**src/rtl/weight_ctrl_pkg.sv**
```systemverilog
`default_nettype none
// ============================================================================
//  Module      : weight_ctrl_pkg
//  Description : Shared constants and mask helpers for the double-buffered
//                weight bank sequencer.
//  Revision    : 1.0 - initial release
// ============================================================================
package weight_ctrl_pkg;

    // FSM state encoding
    localparam logic [1:0] c_ST_IDLE    = 2'd0;
    localparam logic [1:0] c_ST_LOAD    = 2'd1;
    localparam logic [1:0] c_ST_LAYER   = 2'd2;
    localparam logic [1:0] c_ST_OVERLAP = 2'd3;

    // Command codes carried on mode
    localparam logic [2:0] c_MODE_IDLE    = 3'd0;
    localparam logic [2:0] c_MODE_LOAD    = 3'd1;
    localparam logic [2:0] c_MODE_LAYER   = 3'd2;
    localparam logic [2:0] c_MODE_OVERLAP = 3'd3;

    // Bit positions inside the load event vector
    localparam int c_EV_LOAD  = 0;
    localparam int c_EV_LAYER = 1;
    localparam int c_EV_SWAP  = 2;

    // Widest MAC array the mask helpers can describe
    localparam int c_MAX_MACS = 1024;

    // Lower half of the MAC array: the load group
    function automatic logic [c_MAX_MACS-1:0] load_mask(input int n);
        logic [c_MAX_MACS-1:0] m;
        m = '0;
        for (int i = 0; i < c_MAX_MACS; i++) begin
            if (i < n / 2) begin
                m[i] = 1'b1;
            end
        end
        return m;
    endfunction

    // Upper half of the MAC array: the compute group
    function automatic logic [c_MAX_MACS-1:0] layer_mask(input int n);
        logic [c_MAX_MACS-1:0] m;
        m = '0;
        for (int i = 0; i < c_MAX_MACS; i++) begin
            if ((i >= n / 2) && (i < n)) begin
                m[i] = 1'b1;
            end
        end
        return m;
    endfunction

endpackage
`default_nettype wire

```
**src/rtl/bank_tracker.sv**
```systemverilog
`default_nettype none
// ============================================================================
//  Module      : bank_tracker
//  Description : Holds the per-bank full flags and the compute (active) bank
//                pointer; updated by set/clear/swap strobes from the FSM.
//  Revision    : 1.0 - initial release
// ============================================================================
module bank_tracker
    import weight_ctrl_pkg::*;
(
    input  logic       clk,
    input  logic       rst,
    input  logic       set_en_i,
    input  logic       set_bank_i,
    input  logic       clr_en_i,
    input  logic       clr_bank_i,
    input  logic       swap_i,
    output logic [1:0] full_o,
    output logic       active_o
);

    logic [1:0] full_q;
    logic [1:0] full_d;
    logic       active_q;

    // Apply clear then set so a simultaneous set on the other bank survives
    always_comb begin
        full_d = full_q;
        if (clr_en_i) begin
            full_d[clr_bank_i] = 1'b0;
        end
        if (set_en_i) begin
            full_d[set_bank_i] = 1'b1;
        end
    end

    // Register bank bookkeeping
    always_ff @(posedge clk) begin
        if (rst) begin
            full_q   <= 2'b00;
            active_q <= 1'b0;
        end else begin
            full_q <= full_d;
            if (swap_i) begin
                active_q <= ~active_q;
            end
        end
    end

    assign full_o   = full_q;
    assign active_o = active_q;

endmodule
`default_nettype wire

```
**src/rtl/weight_bank_seq_ctrl.sv**
```systemverilog
`default_nettype none
// ============================================================================
//  Module      : weight_bank_seq_ctrl
//  Description : Ping-pong weight bank sequencer. Loads weights from a
//                valid/ready source into one bank while timing layer compute
//                on the other, swapping banks at layer boundaries.
//  Revision    : 1.0 - initial release
// ============================================================================
module weight_bank_seq_ctrl
    import weight_ctrl_pkg::*;
#(
    parameter int N_MACS       = 4,
    parameter int DEPTH        = 8,
    parameter int LAYER_CYCLES = 16,
    parameter int AW           = $clog2(DEPTH)
) (
    input  logic              clk,
    input  logic              rst,
    input  logic              start,
    input  logic [2:0]        mode,
    input  logic              w_valid,
    output logic              w_ready,
    output logic [AW-1:0]     w_addr,
    output logic              w_bank,
    output logic [N_MACS-1:0] weight_ctrl,
    output logic [2:0]        load,
    output logic              active_bank,
    output logic              busy,
    output logic              done,
    output logic              err
);

    localparam int c_LCW = $clog2(LAYER_CYCLES + 1);

    localparam logic [AW-1:0]    c_LD_LAST  = AW'(DEPTH - 1);
    localparam logic [c_LCW-1:0] c_LAY_LAST = c_LCW'(LAYER_CYCLES - 1);
    localparam logic [c_LCW-1:0] c_LAY_MAX  = c_LCW'(LAYER_CYCLES);

    localparam logic [c_MAX_MACS-1:0] c_LOAD_MASK_W  = load_mask(N_MACS);
    localparam logic [c_MAX_MACS-1:0] c_LAYER_MASK_W = layer_mask(N_MACS);
    localparam logic [N_MACS-1:0]     c_LOAD_MASK    = c_LOAD_MASK_W[N_MACS-1:0];
    localparam logic [N_MACS-1:0]     c_LAYER_MASK   = c_LAYER_MASK_W[N_MACS-1:0];

    logic [1:0]       state_q,   state_d;
    logic             tgt_q,     tgt_d;
    logic [AW-1:0]    ld_cnt_q,  ld_cnt_d;
    logic             ld_done_q, ld_done_d;
    logic [c_LCW-1:0] lay_cnt_q, lay_cnt_d;
    logic [2:0]       load_q,    load_d;
    logic             done_q,    done_d;
    logic             err_q,     err_d;

    logic       bk_set_en;
    logic       bk_set_bank;
    logic       bk_clr_en;
    logic       bk_clr_bank;
    logic       bk_swap;
    logic [1:0] full_w;
    logic       active_w;

    logic       load_phase;
    logic       accept;
    logic       ld_last_beat;
    logic       ld_fin;
    logic       lay_fin;

    bank_tracker u_bank (
        .clk        (clk),
        .rst        (rst),
        .set_en_i   (bk_set_en),
        .set_bank_i (bk_set_bank),
        .clr_en_i   (bk_clr_en),
        .clr_bank_i (bk_clr_bank),
        .swap_i     (bk_swap),
        .full_o     (full_w),
        .active_o   (active_w)
    );

    // Handshake and completion qualifiers derived from registered state
    assign load_phase   = (state_q == c_ST_LOAD) || (state_q == c_ST_OVERLAP);
    assign accept       = w_ready && w_valid;
    assign ld_last_beat = accept && (ld_cnt_q == c_LD_LAST);
    assign ld_fin       = ld_done_q || ld_last_beat;
    assign lay_fin      = (lay_cnt_q >= c_LAY_LAST);

    // Next-state, counter and strobe logic
    always_comb begin
        state_d     = state_q;
        tgt_d       = tgt_q;
        ld_cnt_d    = ld_cnt_q;
        ld_done_d   = ld_done_q;
        lay_cnt_d   = lay_cnt_q;
        load_d      = 3'b000;
        done_d      = 1'b0;
        err_d       = 1'b0;
        bk_set_en   = 1'b0;
        bk_set_bank = 1'b0;
        bk_clr_en   = 1'b0;
        bk_clr_bank = 1'b0;
        bk_swap     = 1'b0;

        case (state_q)
            c_ST_IDLE: begin
                if (start) begin
                    case (mode)
                        c_MODE_IDLE: begin
                        end
                        c_MODE_LOAD: begin
                            if (full_w == 2'b11) begin
                                err_d = 1'b1;
                            end else begin
                                // Fill the compute bank first if it is empty
                                tgt_d             = full_w[active_w] ? ~active_w : active_w;
                                state_d           = c_ST_LOAD;
                                load_d[c_EV_LOAD] = 1'b1;
                            end
                        end
                        c_MODE_LAYER: begin
                            if (full_w[active_w]) begin
                                state_d            = c_ST_LAYER;
                                load_d[c_EV_LAYER] = 1'b1;
                            end else begin
                                err_d = 1'b1;
                            end
                        end
                        c_MODE_OVERLAP: begin
                            if (full_w[active_w] && !full_w[~active_w]) begin
                                tgt_d              = ~active_w;
                                state_d            = c_ST_OVERLAP;
                                load_d[c_EV_LOAD]  = 1'b1;
                                load_d[c_EV_LAYER] = 1'b1;
                            end else begin
                                err_d = 1'b1;
                            end
                        end
                        default: begin
                            err_d = 1'b1;
                        end
                    endcase
                end
            end

            c_ST_LOAD: begin
                if (accept && !ld_last_beat) begin
                    ld_cnt_d = ld_cnt_q + AW'(1);
                end
                if (ld_last_beat) begin
                    bk_set_en   = 1'b1;
                    bk_set_bank = tgt_q;
                    ld_cnt_d    = '0;
                    done_d      = 1'b1;
                    state_d     = c_ST_IDLE;
                end
            end

            c_ST_LAYER: begin
                lay_cnt_d = lay_cnt_q + c_LCW'(1);
                if (lay_cnt_q == c_LAY_LAST) begin
                    bk_clr_en   = 1'b1;
                    bk_clr_bank = active_w;
                    // Hand compute over to the other bank only if it holds weights
                    if (full_w[~active_w]) begin
                        bk_swap           = 1'b1;
                        load_d[c_EV_SWAP] = 1'b1;
                    end
                    lay_cnt_d = '0;
                    done_d    = 1'b1;
                    state_d   = c_ST_IDLE;
                end
            end

            c_ST_OVERLAP: begin
                if (accept && !ld_last_beat) begin
                    ld_cnt_d = ld_cnt_q + AW'(1);
                end
                if (ld_last_beat) begin
                    ld_done_d = 1'b1;
                end
                // Layer counter saturates so the layer half stays complete
                if (lay_cnt_q != c_LAY_MAX) begin
                    lay_cnt_d = lay_cnt_q + c_LCW'(1);
                end
                if (ld_fin && lay_fin) begin
                    bk_clr_en         = 1'b1;
                    bk_clr_bank       = active_w;
                    bk_set_en         = 1'b1;
                    bk_set_bank       = ~active_w;
                    bk_swap           = 1'b1;
                    load_d[c_EV_SWAP] = 1'b1;
                    done_d            = 1'b1;
                    ld_cnt_d          = '0;
                    ld_done_d         = 1'b0;
                    lay_cnt_d         = '0;
                    state_d           = c_ST_IDLE;
                end
            end

            default: begin
                state_d = c_ST_IDLE;
            end
        endcase

        // Abort overrides everything: drop the partial work, keep bank state
        if (busy && (mode == c_MODE_IDLE)) begin
            state_d     = c_ST_IDLE;
            ld_cnt_d    = '0;
            ld_done_d   = 1'b0;
            lay_cnt_d   = '0;
            load_d      = 3'b000;
            done_d      = 1'b0;
            bk_set_en   = 1'b0;
            bk_clr_en   = 1'b0;
            bk_swap     = 1'b0;
        end
    end

    // State and counter registers
    always_ff @(posedge clk) begin
        if (rst) begin
            state_q   <= c_ST_IDLE;
            tgt_q     <= 1'b0;
            ld_cnt_q  <= '0;
            ld_done_q <= 1'b0;
            lay_cnt_q <= '0;
            load_q    <= 3'b000;
            done_q    <= 1'b0;
            err_q     <= 1'b0;
        end else begin
            state_q   <= state_d;
            tgt_q     <= tgt_d;
            ld_cnt_q  <= ld_cnt_d;
            ld_done_q <= ld_done_d;
            lay_cnt_q <= lay_cnt_d;
            load_q    <= load_d;
            done_q    <= done_d;
            err_q     <= err_d;
        end
    end

    // MAC weight-path enables decoded from the registered state
    always_comb begin
        case (state_q)
            c_ST_LOAD:    weight_ctrl = c_LOAD_MASK;
            c_ST_LAYER:   weight_ctrl = c_LAYER_MASK;
            c_ST_OVERLAP: weight_ctrl = {N_MACS{1'b1}};
            default:      weight_ctrl = '0;
        endcase
    end

    assign busy        = (state_q != c_ST_IDLE);
    assign w_ready     = load_phase && !ld_done_q;
    assign w_addr      = ld_cnt_q;
    assign w_bank      = load_phase && tgt_q;
    assign load        = load_q;
    assign done        = done_q;
    assign err         = err_q;
    assign active_bank = active_w;

endmodule
`default_nettype wire

```
**config.mk**
```make
export PLATFORM = sky130hd
export DESIGN_NAME = weight_bank_seq_ctrl
export DESIGN_NICKNAME = d
export VERILOG_FILES = /design/src/rtl/weight_ctrl_pkg.sv /design/src/rtl/bank_tracker.sv /design/src/rtl/weight_bank_seq_ctrl.sv
export SDC_FILE = /design/constraint.sdc
export NUM_CORES = 1
export LEC_CHECK = 0
export ABC_CLOCK_PERIOD_IN_PS = 5700
export CORE_AREA = 2 2 67 69
export CTS_CLUSTER_SIZE = 8
export DETAILED_ROUTE_END_ITERATION = 16
export DIE_AREA = 0 0 69 71
export GPL_ROUTABILITY_DRIVEN = 0
export HOLD_SLACK_MARGIN = 0.15
export SLEW_MARGIN = 10
export SYNTH_ARGS = -nofsm -noshare
export SYNTH_HDL_FRONTEND = slang
export SYNTH_HIERARCHICAL = 1
export SYNTH_SLANG_ARGS = --single-unit
```
**constraint.sdc**
```tcl
create_clock -name clk -period 5.7 [get_ports clk]
set_input_delay 1.14 -clock clk [delete_from_list [all_inputs] [get_ports clk]]
set_output_delay 1.14 -clock clk [all_outputs]
set_load 0.02 [all_outputs]
```
After elaboration in Yosys (flattened, before gate mapping):

Cells that the tools add are included.
W data, S select, Z words.

* register bits: 20
* bits of input ports: 7
* output and inout port bits: 16

* add/subtract/negate cells: 2
* order comparisons: 7
* equal/unequal tests: 21
* multiplexer cells: 61
* bitwise logic cells: 6
* reduce and logical (&&, ||, !) cells: 29

Operators with widths (count)
* $mux W1: 28
* $mux W2: 10
* $pmux W1 S2: 8
* $mux W5: 3
* $pmux W4 S3: 1
* $logic_and A1 B1 Y1: 10
* $ne A2 B2 Y1 const B: 5
* $pmux W5 S2: 1
* $reduce_bool A2 Y1: 5
* $mux W3: 3
* $ne A3 B3 Y1 const B: 3
* $lt A1 B2 Y1 const B: 4
* $pmux W2 S4: 1
* $reduce_and A8 Y1: 1
* $eq A2 B2 Y1 const B: 3
* $eq A3 B2 Y1 const B: 2
* $pmux W2 S3: 1
* $pmux W3 S2: 1
* $add A5 B1 Y5 const B: 1
* $eq A5 B4 Y1 const B: 1
* $ge A5 B4 Y1 const B: 1
* $ne A5 B5 Y1 const B: 1
* $reduce_and A5 Y1: 1
* $ne A4 B1 Y1 const B: 1
* other kinds (22): 30

Longest topological paths before layout:

Gate-level depths: netlist of run 1.

* depth after elaboration: 18
* gate-level depth with buffers: 9

Cells and area by module:

Netlist of run 1, hierarchy kept.

Modules (own cells, without submodules)
* weight_bank_seq_ctrl: times used 1, cells each 134, area each 1098.6 um^2
* bank_tracker: times used 1, cells each 12, area each 127.6 um^2

Worst setup path before layout of run 1:

No wires, ideal clock.

* kind: register to output
* start point: register state_q[1]
* end point: output weight_ctrl[3]
* data arrival time: 942 ps
* data required time: 4560 ps
* setup slack: 3618 ps
* stages on the path, launching flop included: 4
* buffers on the path: 3
* cells stage by stage: dfxtp_1 buf_2 clkbuf_1 buf_4

* cells in the longest elaborated chain, start to end: 2
* elaborated cells between the ends (all ways): 4
* those cells by class: eq/ne: 3; mux: 1

RTL lines
* start, declared: line weight_bank_seq_ctrl.sv:44 `logic [1:0] state_q, state_d;`
* start signal, assigned: line weight_bank_seq_ctrl.sv:220 `state_q <= c_ST_IDLE;`
* start signal, assigned: line weight_bank_seq_ctrl.sv:229 `state_q <= state_d;`
* $eq A2 B2 Y1 or $eq A2 B1 Y1 (tied branches): line weight_bank_seq_ctrl.sv:242 `case (state_q)`
* $pmux W4 S3 (*): line weight_bank_seq_ctrl.sv:242
* end, declared: line weight_bank_seq_ctrl.sv:25 `output logic [N_MACS-1:0] weight_ctrl,`

Mark *: on every way between the ends. The rest lies on a longest branch, timed or not.

Worst setup path in the final report of run 1:

* start point: register state_q[0]
* end point: output w_bank

* cells in the longest elaborated chain, start to end: 3
* elaborated cells between the ends (all ways): 4
* those cells by class: eq/ne: 2; reduce/logical: 2

RTL lines
* $eq A2 B1 Y1 or $eq A2 B2 Y1 (tied branches): line weight_bank_seq_ctrl.sv:80 `assign load_phase = (state_q == c_ST_LOAD) || (state_q == c_ST_OVERLAP);`
* $logic_or A1 B1 Y1 (*): line weight_bank_seq_ctrl.sv:80
* $logic_and A1 B1 Y1 (*): line weight_bank_seq_ctrl.sv:253 `assign w_bank = load_phase && tgt_q;`
* end, declared: line weight_bank_seq_ctrl.sv:24 `output logic w_bank,`

Marked as above.

==> results of run 1 <==
## sequential cells by signal, indices dropped and copies added (netlist names)
signal / flops
tgt_q: 1
load: 3
err: 1
lay_cnt_q: 5
w_addr: 3
ld_done_q: 1
u_bank/active_o: 1
state_q: 2
done: 1
u_bank/full_o: 2
## layout make-up
| type | count | share of cell area, % |
|---|---|---|
| clock buffer | 3 | 2.75 |
| inverter | 11 | 2.75 |
| multi-input combinational | 107 | 48.9 |
| sequential | 20 | 26.6 |
| tap | 52 | 4.33 |
| timing repair buffer | 22 | 14.6 |
## per-layer routing
layer / up-vias / global-route usage (%) / routed length [um]
li1: 563 / - / -
met1: 502 / 15.0 / 1320
met2: 18 / 17.8 / 1210
met3: 4 / 2.14 / 63
met4: 0 / 5.23 / 38
met5: - / 0 / 0
## metrics by stage
stage | instance area [um2] | hold slack [ns] | power [mW] | setup slack [ns] | cells
after detailed placement | 1460 | 0.511 | 0.173 | 2.93 | 212
after global routing | 1500 | 0.542 | 0.272 | 2.75 | 215
after CTS | 1500 | 0.521 | 0.263 | 2.83 | 215
after global placement | 1460 | 0.499 | 0.173 | 2.96 | 212
final | 1500 | 0.518 | 0.260 | 2.85 | 215
after floorplan | 1230 | 0.474 | 0.161 | 3.62 | 146
## cell usage in the layout, fill, tap and decap left out, types with 4 or more instances in the layout
| cell | synthesis | final |
|---|---|---|
| clkdlybuf4s50_1 | 0 | 22 |
| a21oi_1 | 8 | 8 |
| ha_1 | 6 | 6 |
| a31oi_1 | 4 | 4 |
| dfxtp_1 | 20 | 20 |
| mux2i_1 | 4 | 4 |
| nand2_1 | 15 | 15 |
| inv_1 | 11 | 11 |
| nand4_1 | 9 | 9 |
| nor2_1 | 9 | 9 |
| nor2b_1 | 6 | 6 |
## critical path, stage by stage (launching register included)
cell and delay, ns:
dfxtp_1 0.56, inv_1 0.14, nor2_1 0.14, clkdlybuf4s50_1 0.62
## cell usage after synthesis, types with 2 or more instances
library cell  instances
mux2i_1               4
nor2_1                9
and3_1                2
a311oi_1              2
clkbuf_1              2
a21o_1                2
a21oi_1               8
dfxtp_1              20
ha_1                  6
buf_2                 3
buf_4                 2
nor2b_1               6
a31oi_1               4
a211o_1               2
nand2b_1              3
o21ai_0               2
nand2_1              15
nand4_1               9
nor3_1                2
inv_1                11
nand3_1               3
and2_1                2
## cell families after synthesis
family | share of synthesized area (%)
flops | 32.7
fa+ha+maj | 6.12
compound gates | 21.5
mux | 3.27
xor+xnor | 1.43
buf+inv | 7.35
simple gates | 27.7
## report_power, final
group | switching, mW | internal (mW) | total, mW
Combinational | 0.0125 | 0.0120 | 0.0245
Sequential | 0.00312 | 0.142 | 0.145
Clock | 0.0436 | 0.0470 | 0.0906
## path summary, 6_finish.rpt
kind / to / slack (ns) / from
max: w_bank / 2.85 / state_q[0]
min reg2reg: lay_cnt_q[0] / 0.52 / lay_cnt_q[0]
max reg2reg: u_bank/active_o / 3.62 / lay_cnt_q[1]
min: lay_cnt_q[0] / 0.52 / lay_cnt_q[0]
==> flow_metrics.py, run 1 <==
metrics = {
    "floorplanning": {
        "start_util_pct": 29.2,
        "coreArea_um2": 4200,
        "die_area_um2": 4900,
        "ios": 23,
        "fp.dieW_um": 69,
        "die_h_um": 71,
        "num_rows": 24,
    },
    "cts": {
        "htreeDepth": 1,
        "post-cts-setup-buffers": 0,
        "cts_buffers": 3,
        "clk_pin_slew_ns": 0.07,
        "worstSkewPairLatency_ns": 0.25,
        "postCtsResizedCells": 0,
        "cts_hold_buf": 0,
        "cts_buffer_depth": 2,
        "cts_num_sinks": 20,
        "cts_tree": "done",
        "root_buffer": "clkbuf_8",
    },
    "cells_and_area": {
        "regArea_um2": 400,
        "antennaDiodeCount": 0,
        "fillers": 466,
        "nNetsFinal": 178,
        "multi_input_area_um2": 736,
        "area_growth_pct": 22.7,
        "drive_above_1_share_pct": 8.59,
        "fin_util_pct": 35.8,
    },
    "power_and_ir_drop": {
        "p_leak_nw": 0.518,
        "p_per_area_nw_per_um2": 173,
        "max-vdd-ir-drop_mv": 0.0471,
    },
    "yosys": {
        "yosys-top-cells-area": "dfxtp_1, ha_1, nand2_1, nand4_1, inv_1",
        "async_flop_share_pct": 0,
        "ys.flop_type": "dfxtp_1",
        "syn_area_per_cell_um2": 8.40,
        "synth_nets": 159,
        "yosys.area.top_type": "dfxtp_1",
        "syn_inst": 146,
        "syn_area_um2": 1230,
        "synth-seq-cells": 20,
        "synth_edf_count": 0,
        "seq_area_frac_synth_pct": 32.7,
        "yosysWarnings": 6,
        "synth_top_area_share_pct": 32.7,
        "synth.distinct_cells": 49,
    },
    "worst_setup_path": {
        "cp-end-kind": "output port",
        "worstPathArrival_ns": 1.71,
        "r2r_cells": 9,
        "critPathLaunchType": "flip-flop",
        "cp_max_fo": 13,
        "cp.required_ns": 4.56,
        "critPathKind": "flip-flop to output port",
    },
    "detailed_routing": {
        "routed-via-count": 1087,
        "drcViolationCount": 0,
        "first_pass_iters": 4,
        "first_iter_violations": 67,
        "vias_per_cell": 5.06,
        "wl_per_cell_um": 12.3,
        "drtAntennaViolNets": 0,
        "routed_wl_um": 2630,
    },
    "global_routing": {
        "grt_pass1_wl_um": 4490,
        "grt_use_total_pct": 11.3,
        "antenna_found_initial": 0,
        "grt_max_degree": 14,
        "gr-total-overflow": 0,
        "grt_pass1_vias": 972,
    },
    "sta": {
        "finalSetupViolations": 0,
        "rsz0062_at_grt": "no",
        "final_hold_viol_count": 0,
        "slew_headroom_pct": 73.1,
        "post-route-period-util_pct": 49.9,
        "max_freq_mhz": 351,
        "finalCriticalPeriod_ns": 2.85,
        "tightest_slew_ns": 0.404,
        "slew_violations": 0,
        "finalSetupTns_ns": 0,
        "fin_skew_ns": 0.00389,
    },
    "worst_hold_path": {
        "worstHoldPathCells": 2,
        "hp-class": "flip-flop to flip-flop",
    },
    "place": {
        "hpwlAfterDp_um": 2030,
        "io_buffers": 22,
    },
    "flow_run": {
        "maxCapViolations": 0,
    },
    "run_status": {
        "status": "finished, final reports clean",
    },
}
Note: power is estimated with default switching activity, not from simulation.
==> run 2, diff against run 1 <==
--- a/config.mk
+++ b/config.mk
@@ -5,7 +5,7 @@
 export SDC_FILE = /design/constraint.sdc
 export NUM_CORES = 1
 export LEC_CHECK = 0
-export ABC_CLOCK_PERIOD_IN_PS = 5700
+export ABC_CLOCK_PERIOD_IN_PS = 2500
 export CORE_AREA = 2 2 67 69
 export CTS_CLUSTER_SIZE = 8
 export DETAILED_ROUTE_END_ITERATION = 16
==> constraint.sdc (replaced) <==
create_clock -name clk -period 2.5 [get_ports clk]
set_input_delay 0.5 -clock clk [delete_from_list [all_inputs] [get_ports clk]]
set_output_delay 0.5 -clock clk [all_outputs]
set_load 0.02 [all_outputs]
==> flow_metrics.py, run 2 (synthesized netlist as in run 1, its figures left out) <==
metrics = {
    "power_and_ir_drop": {
        "p_sw_share_pct": 22.8,
        "p_leak_nw": 0.528,
        "pwr-share-clk_pct": 34.7,
        "p_per_area_nw_per_um2": 393,
        "net-switching-power_mw": 0.136,
        "cell_internal_pwr_mw": 0.461,
        "pwr-share-comb_pct": 9.8,
        "max-vdd-ir-drop_mv": 0.185,
        "p_seq_share_pct": 55.5,
    },
    "worst_hold_path": {
        "hp-class": "flip-flop to flip-flop",
    },
    "sta": {
        "slew_headroom_pct": 72.0,
        "max_freq_mhz": 451,
        "post-route-period-util_pct": 88.7,
        "finalSetupTns_ns": 0,
        "rsz0062_at_grt": "no",
        "tightest_slew_ns": 0.420,
        "final_hold_viol_count": 0,
        "fin_skew_ns": 0.00226,
        "finalCriticalPeriod_ns": 2.22,
        "layout_setup_ws_ns": 0.282,
        "slew_violations": 0,
        "finalSetupViolations": 0,
    },
    "cells_and_area": {
        "fin_cells": 217,
        "drive_above_1_share_pct": 9.70,
        "area_growth_pct": 23.9,
        "nNetsFinal": 180,
        "antennaDiodeCount": 0,
        "layout_commonest_cell": "clkdlybuf4s50_1",
        "fillers": 453,
        "final_cell_mix": "clkdlybuf4s50_1, dfxtp_1, nand2_1",
        "final_area_um2": 1520,
        "largest_register_ffs": 5,
        "regMostFlops": "lay_cnt_q",
    },
    "global_routing": {
        "grt_use_total_pct": 11.0,
        "gr-total-overflow": 0,
        "grt_pass1_vias": 946,
        "grt_max_degree": 14,
        "grt_pass1_wl_um": 4310,
        "antenna_found_initial": 0,
    },
    "cts": {
        "cts_buffer_depth": 2,
        "cts_buffers": 3,
        "clk_pin_slew_ns": 0.07,
        "cts_num_sinks": 20,
        "postCtsResizedCells": 0,
        "cts_tree": "done",
        "worstSkewPairLatency_ns": 0.26,
        "htreeDepth": 1,
        "post-cts-setup-buffers": 0,
        "root_buffer": "clkbuf_8",
        "cts_hold_buf": 0,
    },
    "place": {
        "dp_cells": 214,
        "dpl_cell_area_um2": 1480,
        "io_buffers": 22,
        "place_ws_ns": 0.395,
        "hpwlAfterDp_um": 2030,
    },
    "detailed_routing": {
        "first_pass_iters": 4,
        "first_iter_violations": 56,
        "routed_wl_um": 2600,
        "drtAntennaViolNets": 0,
        "drcViolationCount": 0,
        "routed-via-count": 1100,
        "wl_per_cell_um": 12.0,
        "vias_per_cell": 5.07,
    },
    "floorplanning": {
        "num_rows": 24,
        "die_h_um": 71,
        "ios": 23,
        "die_area_um2": 4900,
        "start_util_pct": 29.2,
        "coreArea_um2": 4200,
        "fp.dieW_um": 69,
    },
    "worst_setup_path": {
        "cp.required_ns": 2.00,
        "critPathLaunchType": "flip-flop",
        "critPathKind": "flip-flop to output port",
        "cp-end-kind": "output port",
        "worstPathArrival_ns": 1.72,
        "cp_max_fo": 13,
    },
    "flow_run": {
        "maxCapViolations": 0,
    },
    "run_status": {
        "status": "finished, final reports clean",
    },
}
run 2: cell count changes in the layout (fill, tap and decap cells not counted), sizes merged:
cell	before	now
buf	0	2
run 2: layout make-up:
cell class,count,area (um2),area share [%]
Sequential cell,20,400,26.4
Multi-Input combinational cell,107,736,48.4
Inverter,11,41.3,2.72
Clock buffer,3,41.3,2.72
Tap cell,52,65.1,4.28
Timing Repair Buffer,24,235,15.5
run 2: final timing paths:
path / from / endpoint / slack (ns) / depth (start not counted)
hold / removal: lay_cnt_q[1] / lay_cnt_q[1] / 0.51 / 2
setup / recovery: state_q[0] / w_bank / 0.28 / 3
setup reg to reg: lay_cnt_q[0] / u_bank/full_o[1] / 0.45 / 9
hold reg to reg: lay_cnt_q[1] / lay_cnt_q[1] / 0.51 / 2
run 2: routing by layer:
| metal | global-route usage, % | up-vias | wire length, um |
|---|---|---|---|
| li1 | - | 569 | - |
| met1 | 14.1 | 502 | 1260 |
| met2 | 16.8 | 24 | 1170 |
| met3 | 2.56 | 5 | 105 |
| met4 | 6.75 | 0 | 64 |
| met5 | 0 | - | 0 |
run 2: power groups by stage:
stage / logic (mW) / registers, mW / clock network [mW]
after floorplan: 0.0300 / 0.338 / 0
after global placement: 0.0588 / 0.338 / 0
after detailed placement: 0.0584 / 0.338 / 0
after CTS: 0.0587 / 0.331 / 0.217
after global routing: 0.0636 / 0.331 / 0.230
final: 0.0585 / 0.331 / 0.207
run 2: critical path, cell delays in order, from the launching register on:
cell and delay, ns:
dfxtp_1 0.57, inv_1 0.14, nor2_1 0.14, clkdlybuf4s50_1 0.62
run 2: through the flow:
stage          util (%)  total power [mW]  hold slack, ns
6_report           36.1             0.597           0.510
3_5_place_dp       35.1             0.396           0.505
4_1_cts            36.1             0.606           0.515
2_1_floorplan         -             0.367           0.474
5_1_grt            36.1             0.625           0.544
3_3_place_gp       35.1             0.397           0.502
==> run 3, diff against run 2 <==
--- a/config.mk
+++ b/config.mk
@@ -12,7 +12,7 @@
 export DIE_AREA = 0 0 69 71
 export GPL_ROUTABILITY_DRIVEN = 0
 export HOLD_SLACK_MARGIN = 0.15
-export SLEW_MARGIN = 10
+export SLEW_MARGIN = 20
 export SYNTH_ARGS = -nofsm -noshare
 export SYNTH_HDL_FRONTEND = slang
 export SYNTH_HIERARCHICAL = 1
==> results of run 3 <==
Final layout, timing and power as in run 2 (identical DEF).
